File: src/rtl/spi_display_bridge.sv
// Write-only SPI bridge for a display controller: a small {dc,byte} FIFO feeding a mode-0 shifter.
// Define SPI_RX_EN to also capture spi_miso into o_rx_data/o_rx_valid.
module spi_display_bridge #(
    parameter int unsigned CLK_DIV    = 2,
    parameter int unsigned FIFO_DEPTH = 4
) (
    input  logic       clk,
    input  logic       rstb,
    input  logic       i_valid,
    output logic       o_ready,
    input  logic [7:0] i_data,
    input  logic       i_dc,
    output logic       o_busy,
    output logic       spi_clk,
    output logic       spi_mosi,
    input  logic       spi_miso,
    output logic       display_csb,
    output logic       data_commandb,
    output logic [7:0] o_rx_data,
    output logic       o_rx_valid
);

    localparam int unsigned AW = (FIFO_DEPTH > 1) ? $clog2(FIFO_DEPTH) : 1;
    localparam int unsigned CW = AW + 1;
    localparam logic [7:0]    DivLast  = 8'(CLK_DIV - 1);
    localparam logic [CW-1:0] FifoFull = CW'(FIFO_DEPTH);

    typedef enum logic [1:0] {StIdle, StSetup, StShift, StHold} state_e;

    // Transmit FIFO
    logic [8:0]    mem_q [FIFO_DEPTH];
    logic [AW-1:0] wr_ptr_q, rd_ptr_q;
    logic [CW-1:0] count_q;
    logic          fifo_full, fifo_empty, push, pop;
    logic [8:0]    head;

    assign fifo_full  = (count_q == FifoFull);
    assign fifo_empty = (count_q == '0);
    // A write while full is dropped even if the shifter pops in the same cycle.
    assign push       = i_valid && !fifo_full;
    assign head       = mem_q[rd_ptr_q];
    assign o_ready    = !fifo_full;

    always_ff @(posedge clk) begin
        if (push) begin
            mem_q[wr_ptr_q] <= {i_dc, i_data};
        end
    end

    always_ff @(posedge clk or negedge rstb) begin
        if (!rstb) begin
            wr_ptr_q <= '0;
            rd_ptr_q <= '0;
            count_q  <= '0;
        end else begin
            if (push) begin
                wr_ptr_q <= wr_ptr_q + AW'(1);
            end
            if (pop) begin
                rd_ptr_q <= rd_ptr_q + AW'(1);
            end
            unique case ({push, pop})
                2'b10:   count_q <= count_q + CW'(1);
                2'b01:   count_q <= count_q - CW'(1);
                default: count_q <= count_q;
            endcase
        end
    end

    // Shifter FSM
    state_e     state_q, state_d;
    logic [7:0] cnt_q, cnt_d;
    logic [3:0] edge_q, edge_d;
    logic       sclk_q, sclk_d;
    logic [7:0] tx_q, tx_d;
    logic       dc_q, dc_d;
    logic       csb_q, csb_d;
    logic       div_done, rise_evt, byte_done;

    assign div_done = (cnt_q == DivLast);

    always_ff @(posedge clk or negedge rstb) begin
        if (!rstb) begin
            state_q <= StIdle;
            cnt_q   <= 8'd0;
            edge_q  <= 4'd0;
            sclk_q  <= 1'b0;
            tx_q    <= 8'd0;
            dc_q    <= 1'b1;
            csb_q   <= 1'b1;
        end else begin
            state_q <= state_d;
            cnt_q   <= cnt_d;
            edge_q  <= edge_d;
            sclk_q  <= sclk_d;
            tx_q    <= tx_d;
            dc_q    <= dc_d;
            csb_q   <= csb_d;
        end
    end

    always_comb begin
        state_d   = state_q;
        cnt_d     = div_done ? 8'd0 : cnt_q + 8'd1;
        edge_d    = edge_q;
        sclk_d    = sclk_q;
        tx_d      = tx_q;
        dc_d      = dc_q;
        csb_d     = csb_q;
        pop       = 1'b0;
        rise_evt  = 1'b0;
        byte_done = 1'b0;
        unique case (state_q)
            StIdle: begin
                csb_d  = 1'b1;
                sclk_d = 1'b0;
                cnt_d  = 8'd0;
                edge_d = 4'd0;
                if (!fifo_empty) begin
                    pop     = 1'b1;
                    tx_d    = head[7:0];
                    dc_d    = head[8];
                    csb_d   = 1'b0;
                    state_d = StSetup;
                end
            end
            StSetup: begin
                if (div_done) begin
                    state_d = StShift;
                    edge_d  = 4'd0;
                end
            end
            StShift: begin
                if (div_done) begin
                    sclk_d = !sclk_q;
                    edge_d = edge_q + 4'd1;
                    if (!sclk_q) begin
                        rise_evt = 1'b1;
                    end else if (edge_q == 4'd15) begin
                        // Falling edge after the 8th rise: chain the next byte without a gap.
                        byte_done = 1'b1;
                        if (!fifo_empty) begin
                            pop  = 1'b1;
                            tx_d = head[7:0];
                            dc_d = head[8];
                        end else begin
                            tx_d    = 8'd0;
                            state_d = StHold;
                        end
                    end else begin
                        tx_d = {tx_q[6:0], 1'b0};
                    end
                end
            end
            StHold: begin
                if (div_done) begin
                    csb_d   = 1'b1;
                    state_d = StIdle;
                end
            end
            default: state_d = StIdle;
        endcase
    end

    assign spi_clk       = sclk_q;
    assign spi_mosi      = tx_q[7];
    assign display_csb   = csb_q;
    assign data_commandb = dc_q;
    assign o_busy        = (state_q != StIdle) || !fifo_empty;

`ifdef SPI_RX_EN
    logic [7:0] rx_sh_q, rx_data_q;
    logic       rx_valid_q;

    always_ff @(posedge clk or negedge rstb) begin
        if (!rstb) begin
            rx_sh_q    <= 8'd0;
            rx_data_q  <= 8'd0;
            rx_valid_q <= 1'b0;
        end else begin
            rx_valid_q <= byte_done;
            if (rise_evt) begin
                rx_sh_q <= {rx_sh_q[6:0], spi_miso};
            end
            if (byte_done) begin
                rx_data_q <= rx_sh_q;
            end
        end
    end

    assign o_rx_data  = rx_data_q;
    assign o_rx_valid = rx_valid_q;
`else
    logic unused_rx;
    assign unused_rx  = spi_miso ^ rise_evt ^ byte_done;
    assign o_rx_data  = 8'd0;
    assign o_rx_valid = 1'b0;
`endif

endmodule

File: config.mk
export PLATFORM = sky130hd
export DESIGN_NAME = spi_display_bridge
export DESIGN_NICKNAME = d
export VERILOG_FILES = /design/src/rtl/spi_display_bridge.sv
export SDC_FILE = /design/constraint.sdc
export NUM_CORES = 1
export LEC_CHECK = 0
export ABC_AREA = 1
export BUFFER_PORTS_ARGS = -buffer_cell sky130_fd_sc_hd__buf_2
export CAP_MARGIN = 20
export CORE_ASPECT_RATIO = 1.2
export CORE_MARGIN = 2
export CORE_UTILIZATION = 55
export CTS_CLUSTER_DIAMETER = 30
export DETAILED_ROUTE_END_ITERATION = 16
export MAX_ROUTING_LAYER = met4
export PLACE_DENSITY = 0.8
export SLEW_MARGIN = 30
export SYNTH_ARGS = -nofsm -noshare
export SYNTH_HDL_FRONTEND = slang
export SYNTH_SLANG_ARGS = --single-unit
File: constraint.sdc
create_clock -name clk -period 4.1 [get_ports clk]
set_input_delay 0.205 -clock clk [delete_from_list [all_inputs] [get_ports clk]]
set_output_delay 0.205 -clock clk [all_outputs]
set_load 0.05 [all_outputs]
After elaboration in Yosys (flattened, before gate mapping)

Memories as Yosys holds them, arrays and structs flattened.
Index checks and enable logic that the tools add are counted.

Input bits: 13
Register bits after elaboration: 32
Memories: 1
Memory bits (read-only): 0
Logic and storage cells: 87
Bits in writable memories: 36
Bits in latches: 0

$mul: 0
Equality and inequality tests: 15
Multiplexer cells: 37
Bitwise operators: 0
Reductions and logical operators: 18
Magnitude comparators: 0
Shift-type cells: 0
$add $sub $neg: 6
Divide/modulo/power cells: 0

Memories:

| memory | words | bits a word | rd ports | clocked after memory_dff | write ports | line | text |
|---|---|---|---|---|---|---|---|
| mem_q  | 4     | 9           | 1        | 0                        | 1           | 31   | `logic [8:0] mem_q [FIFO_DEPTH];` |

Operator list:

| kind                                                             | number |
|---|---|
| 8-bit two-way mux                                                | 7 |
| 8-bit one-hot mux with 2 select lines                            | 1 |
| 2-bit two-way mux                                                | 7 |
| 2-bit != test (second input constant)                            | 7 |
| 1-bit two-way mux                                                | 13 |
| 4-bit one-hot mux with 3 select lines                            | 1 |
| 8-bit by 1-bit adder with 8-bit output (second input constant)   | 1 |
| 8-bit by 1-bit == test with 1-bit output (second input constant) | 1 |
| 4-bit two-way mux                                                | 2 |
| 1-bit one-hot mux with 2 select lines                            | 4 |
| 2-bit one-hot mux with 4 select lines                            | 1 |
| 4-bit AND reduction                                              | 2 |
| 2-bit nonzero test                                               | 4 |
| 7-bit AND reduction                                              | 1 |
| 2-bit == test (second input constant)                            | 3 |
| 3-bit one-hot mux with 2 select lines                            | 1 |
| 2-bit by 1-bit adder with 2-bit output (second input constant)   | 2 |
| 4-bit by 1-bit adder with 4-bit output (second input constant)   | 1 |
| 2-bit by 1-bit == test with 1-bit output (second input constant) | 2 |
| 4-bit == test (second input constant)                            | 1 |
| 2-bit AND reduction                                              | 2 |
| 3-bit by 1-bit adder with 3-bit output (second input constant)   | 1 |
| 3-bit == test (second input constant)                            | 1 |
| 1-bit zero test                                                  | 3 |
| other kinds (7)                                                  | 7 |

Depth between registers and ports, before layout

Depth after elaboration: 8
Gate-level depth with buffers: 14
Mapped depth without buffers: 14

Least setup slack after synthesis

Ideal clock, no wire load.

Path kind: reg-to-reg
Start point: reg count_q[1]
End point: reg count_q[2]
Arrival: 2.038 ns
Stages on the path, launching flop included: 10
Buffers on the path: 0
Setup slack: 1.931 ns
Library setup time: 0.131 ns
Period minus slack after synthesis: 2.169 ns
Cell sequence: dfrtp_1 nor2_2 nand2_1 nand2_2 ha_1 inv_1 fa_1 a21oi_1 o21ai_0 xor2_1

RTL lines:

| what                                                                        | line | text |
|---|---|---|
| from (decl)                                                                 | 33   | `logic [CW-1:0] count_q;` |
| from (signal assigned)                                                      | 63   | `2'b10: count_q <= count_q + CW'(1);` |
| from (signal assigned)                                                      | 64   | `2'b01: count_q <= count_q - CW'(1);` |
| from (signal assigned)                                                      | 65   | `default: count_q <= count_q;` |
| 3-bit == test (*)                                                           | 37   | `assign fifo_full = (count_q == FifoFull);` |
| 1-bit zero test (*)                                                         | --   |  |
| named net o_ready                                                           | 10   | `output logic o_ready,` |
| 1-bit logical AND (*)                                                       | 40   | `assign push = i_valid && !fifo_full;` |
| 2-bit by 1-bit == test with 1-bit output or 2-bit == test (tied branches)   | 62   | `unique case ({push, pop})` |
| 3-bit one-hot mux with 2 select lines or 2-bit nonzero test (tied branches) | --   |  |

Mark *: on every way through the listed nets, which the timed path passes. The rest lies on a longest branch.
A chain may end at the register's enable or synchronous reset.

Worst setup path in the final report

Start point: reg state_q[0]
End point: reg count_q[2]

Cells in the longest elaborated chain, start to end: 4

Ends and longest elaborated chain:

| what                                                                        | line | text |
|---|---|---|
| from (decl)                                                                 | 71   | `state_e state_q, state_d;` |
| from (signal assigned)                                                      | 84   | `state_q <= StIdle;` |
| from (signal assigned)                                                      | 92   | `state_q <= state_d;` |
| 2-bit == test or 2-bit zero test (tied branches)                            | 113  | `unique case (state_q)` |
| 1-bit one-hot mux with 2 select lines (*)                                   | 113  |  |
| named net pop                                                               | 34   | `logic fifo_full, fifo_empty, push, pop;` |
| 2-bit by 1-bit == test with 1-bit output or 2-bit == test (tied branches)   | 62   |  |
| 3-bit one-hot mux with 2 select lines or 2-bit nonzero test (tied branches) | --   |  |

Marks and branches as above.

==> impl_metrics.json <==
{
  "status": "complete, no violations",
  "fin_crit_sh_pct": 59.32,
  "p_leak_nw": 1.874,
  "internal_power_w": 0.001566,
  "drtAntennaViolNets": 0,
  "fillers": 496,
  "postSynthAreaPerCell_um2": 8.784,
  "irDropWorstVdd_v": 0.0006566,
  "fin_tns_setup_ns": 0,
  "initial_core_util_pct": 57.05,
  "final_nets": 441,
  "grt.met1_usage_pct": 24.58,
  "cts_tree": "built",
  "cp_max_fo": 9,
  "crit_required_ns": 4.33,
  "finClkSkew_ns": 0.008917,
  "synth.distinct_cells": 28,
  "grt_use_met2_pct": 33.19,
  "clk_pin_slew_ns": 0.08,
  "drc": 0,
  "boundaryPins": 28,
  "cts_buffers": 9,
  "grt_util_all_layers_pct": 20.16,
  "ctsHoldBuffers": 1,
  "layout_commonest_cell": "nand2_1",
  "rsz0062_at_grt": "no",
  "grt_first_pass_wirelength_um": 10670,
  "die_area_um2": 6929,
  "die_w_um": 76.32,
  "stdcell_count": 501,
  "r2r_end": "count_q[2]",
  "postCtsSetupBuffers": 0,
  "min_to": "mem_q[1][0]",
  "power_frac_seq_pct": 38.8,
  "diodes": 0,
  "vias": 2482,
  "r2r_slack_ns": 1.67,
  "gr-usage-met3_pct": 2.900,
  "rows": 31,
  "fp.dieH_um": 90.79,
  "clockBufferDepth": 2,
  "drt_iter0_markers": 174,
  "clk_latency_ns": 0.35,
  "setup_violations": 0,
  "netlist_area_um2": 3452,
  "ff2ff_path_depth": 12,
  "antenna_found_initial": 0,
  "placed_cells": 484,
  "seq_area_frac_synth_pct": 54.58,
  "layout_common_cells": "nand2_1 (127), inv_1 (59), nand3_1 (38)",
  "clkSinkCount": 68,
  "relSlewSlack_pct": 35.05,
  "yosysWarnings": 0,
  "dpl.hpwl_um": 4173,
  "hp-class": "in2reg",
  "min_period_ns": 2.432,
  "core_um2": 6051,
  "end_kind": "flop",
  "maxCapViolations": 0,
  "finalHoldViolCount": 0,
  "power_density_nw_per_um2": 740.9,
  "p_sw_w": 0.001216,
  "syn2layout_area_growth_pct": 8.771,
  "fmax_mhz": 411.1,
  "htreeDepth": 3,
  "top_usage_layer": "met2",
  "syn-instance-count": 393,
  "hold_depth": 1,
  "grt_pass1_vias": 2351,
  "globalRouteOverflowTotal": 0,
  "cts_resized": 0,
  "place.gp.congestion": 0.7888,
  "post-route-util_pct": 62.06,
  "io_buffers": 17,
  "finalMaxSlewViolations": 0,
  "cts_root_buf": "clkbuf_8",
  "power_switching_share_pct": 43.71,
  "grt_max_degree": 33,
  "worstHoldStart": "i_data[0]",
  "p_clk_share_pct": 19.4,
  "rr_startpoint": "state_q[0]",
  "routed_wl_um": 6260,
  "combPwrFrac_pct": 41.7,
  "ys_ff_latch": 68,
  "start_kind": "flop",
  "wl_per_cell_um": 12.50,
  "drive_above_1_share_pct": 11.22,
  "crit_type": "reg2reg",
  "vias_per_cell": 4.954,
  "crit_arrival_ns": 2.67,
  "tightestPinTransition_ns": 0.9707,
  "firstDrtPassIters": 5
}
==> state kept, by name, indices dropped and copies added, names as in the netlist <==
register       cells
spi_clk            1
data_commandb      1
count_q            3
cnt_q              8
tx_q               8
display_csb        1
state_q            2
mem_q             36
rd_ptr_q           2
wr_ptr_q           2
edge_q             4
==> per-layer routing <==
metal,up-vias,wire length [um]
li1,1251,-
met3,10,292
met4,0,110
met1,1171,2738
met2,50,3119
met5,-,0
==> final cells by class <==
| cell class | instances | area (um2) | share of cell area, % |
|---|---|---|---|
| flip-flops and latches | 68 | 1884 | 50.18 |
| multi-input cells | 253 | 1240 | 33.02 |
| inverters | 64 | 240.2 | 6.398 |
| clock buffers | 10 | 127.6 | 3.399 |
| well taps | 82 | 102.6 | 2.732 |
| repair buffers | 18 | 95.09 | 2.532 |
| clock inverters | 6 | 65.06 | 1.733 |
==> kinds of logic after synthesis <==
| logic type | count (synthesis) | synth area share (%) |
|---|---|---|
| flip-flops | 68 | 54.59 |
| XOR/XNOR | 9 | 2.284 |
| AO/OA/AOI/OAI | 16 | 2.319 |
| buffers and inverters | 80 | 10.37 |
| other | 1 | 0.1086 |
| adder cells (fa/ha/maj) | 14 | 5.292 |
| AND/OR/NAND/NOR | 205 | 25.05 |
==> Yosys cell counts <==
library cell	instances	area, um2
ha_1	13	162.7
nor3b_1	1	7.510
xor2_1	7	61.31
buf_2	4	20.02
and3_1	1	6.260
a21oi_1	3	15.01
inv_1	59	221.5
buf_4	10	75.07
nor2_2	3	18.77
nand2_4	1	11.26
conb_1	1	3.750
dfrtp_1	30	750.7
nand2_2	4	25.02
buf_6	2	22.52
nor2_1	23	86.33
clkinv_1	1	3.750
fa_1	1	20.02
dfstp_2	2	52.55
or2_2	2	12.51
inv_2	4	15.01
nand2_1	127	476.7
xnor2_1	2	17.52
nand3_1	38	190.2
nand4_1	2	12.51
nand3b_1	1	7.510
nor3_1	2	10.01
o21ai_0	13	65.06
edfxtp_1	36	1081
==> worst max-delay path, stage by stage (launching register included) <==
cell and delay [ns]:
dfrtp_1 0.41, inv_1 0.12, ha_1 0.38, nand2_1 0.10
inv_1 0.06, nand3b_1 0.13, nand2_2 0.11, ha_1 0.14
inv_1 0.07, fa_1 0.38, a21oi_1 0.14, o21ai_0 0.11
xor2_1 0.15
==> stage by stage <==
stage	cell area [um2]	setup slack (ns)	power [W]	hold slack [ns]
finish	3755	1.668	0.002782	0.06209
global route	3755	1.426	0.003004	0.06911
CTS	3755	1.674	0.002791	0.06276
detailed placement	3552	1.702	0.002245	0.2883
global placement	3552	1.765	0.002193	0.2956
floorplan	3482	1.931	0.002006	-0.09059
==> power by group through the flow <==
stage | combinational (W) | sequential (W) | clock [W]
6_report | 0.00116 | 0.00108 | 0.000541
5_1_grt | 0.00133 | 0.00111 | 0.000564
3_3_place_gp | 0.00111 | 0.00108 | 0
2_1_floorplan | 0.000921 | 0.00108 | 0
4_1_cts | 0.00117 | 0.00108 | 0.000541
3_5_place_dp | 0.00115 | 0.00109 | 0
==> worst max-delay path by stage <==
stage	startpoint	depth (start not counted)	slack (ns)	endpoint
after floorplan	count_q[1]	9	1.93	count_q[2]
after CTS	state_q[0]	12	1.67	count_q[2]
after global placement	state_q[0]	12	1.77	count_q[2]
after detailed placement	state_q[0]	12	1.70	count_q[2]
final	state_q[0]	12	1.67	count_q[2]
after global routing	state_q[0]	12	1.43	count_q[2]
(Power assumes the default switching activity.)
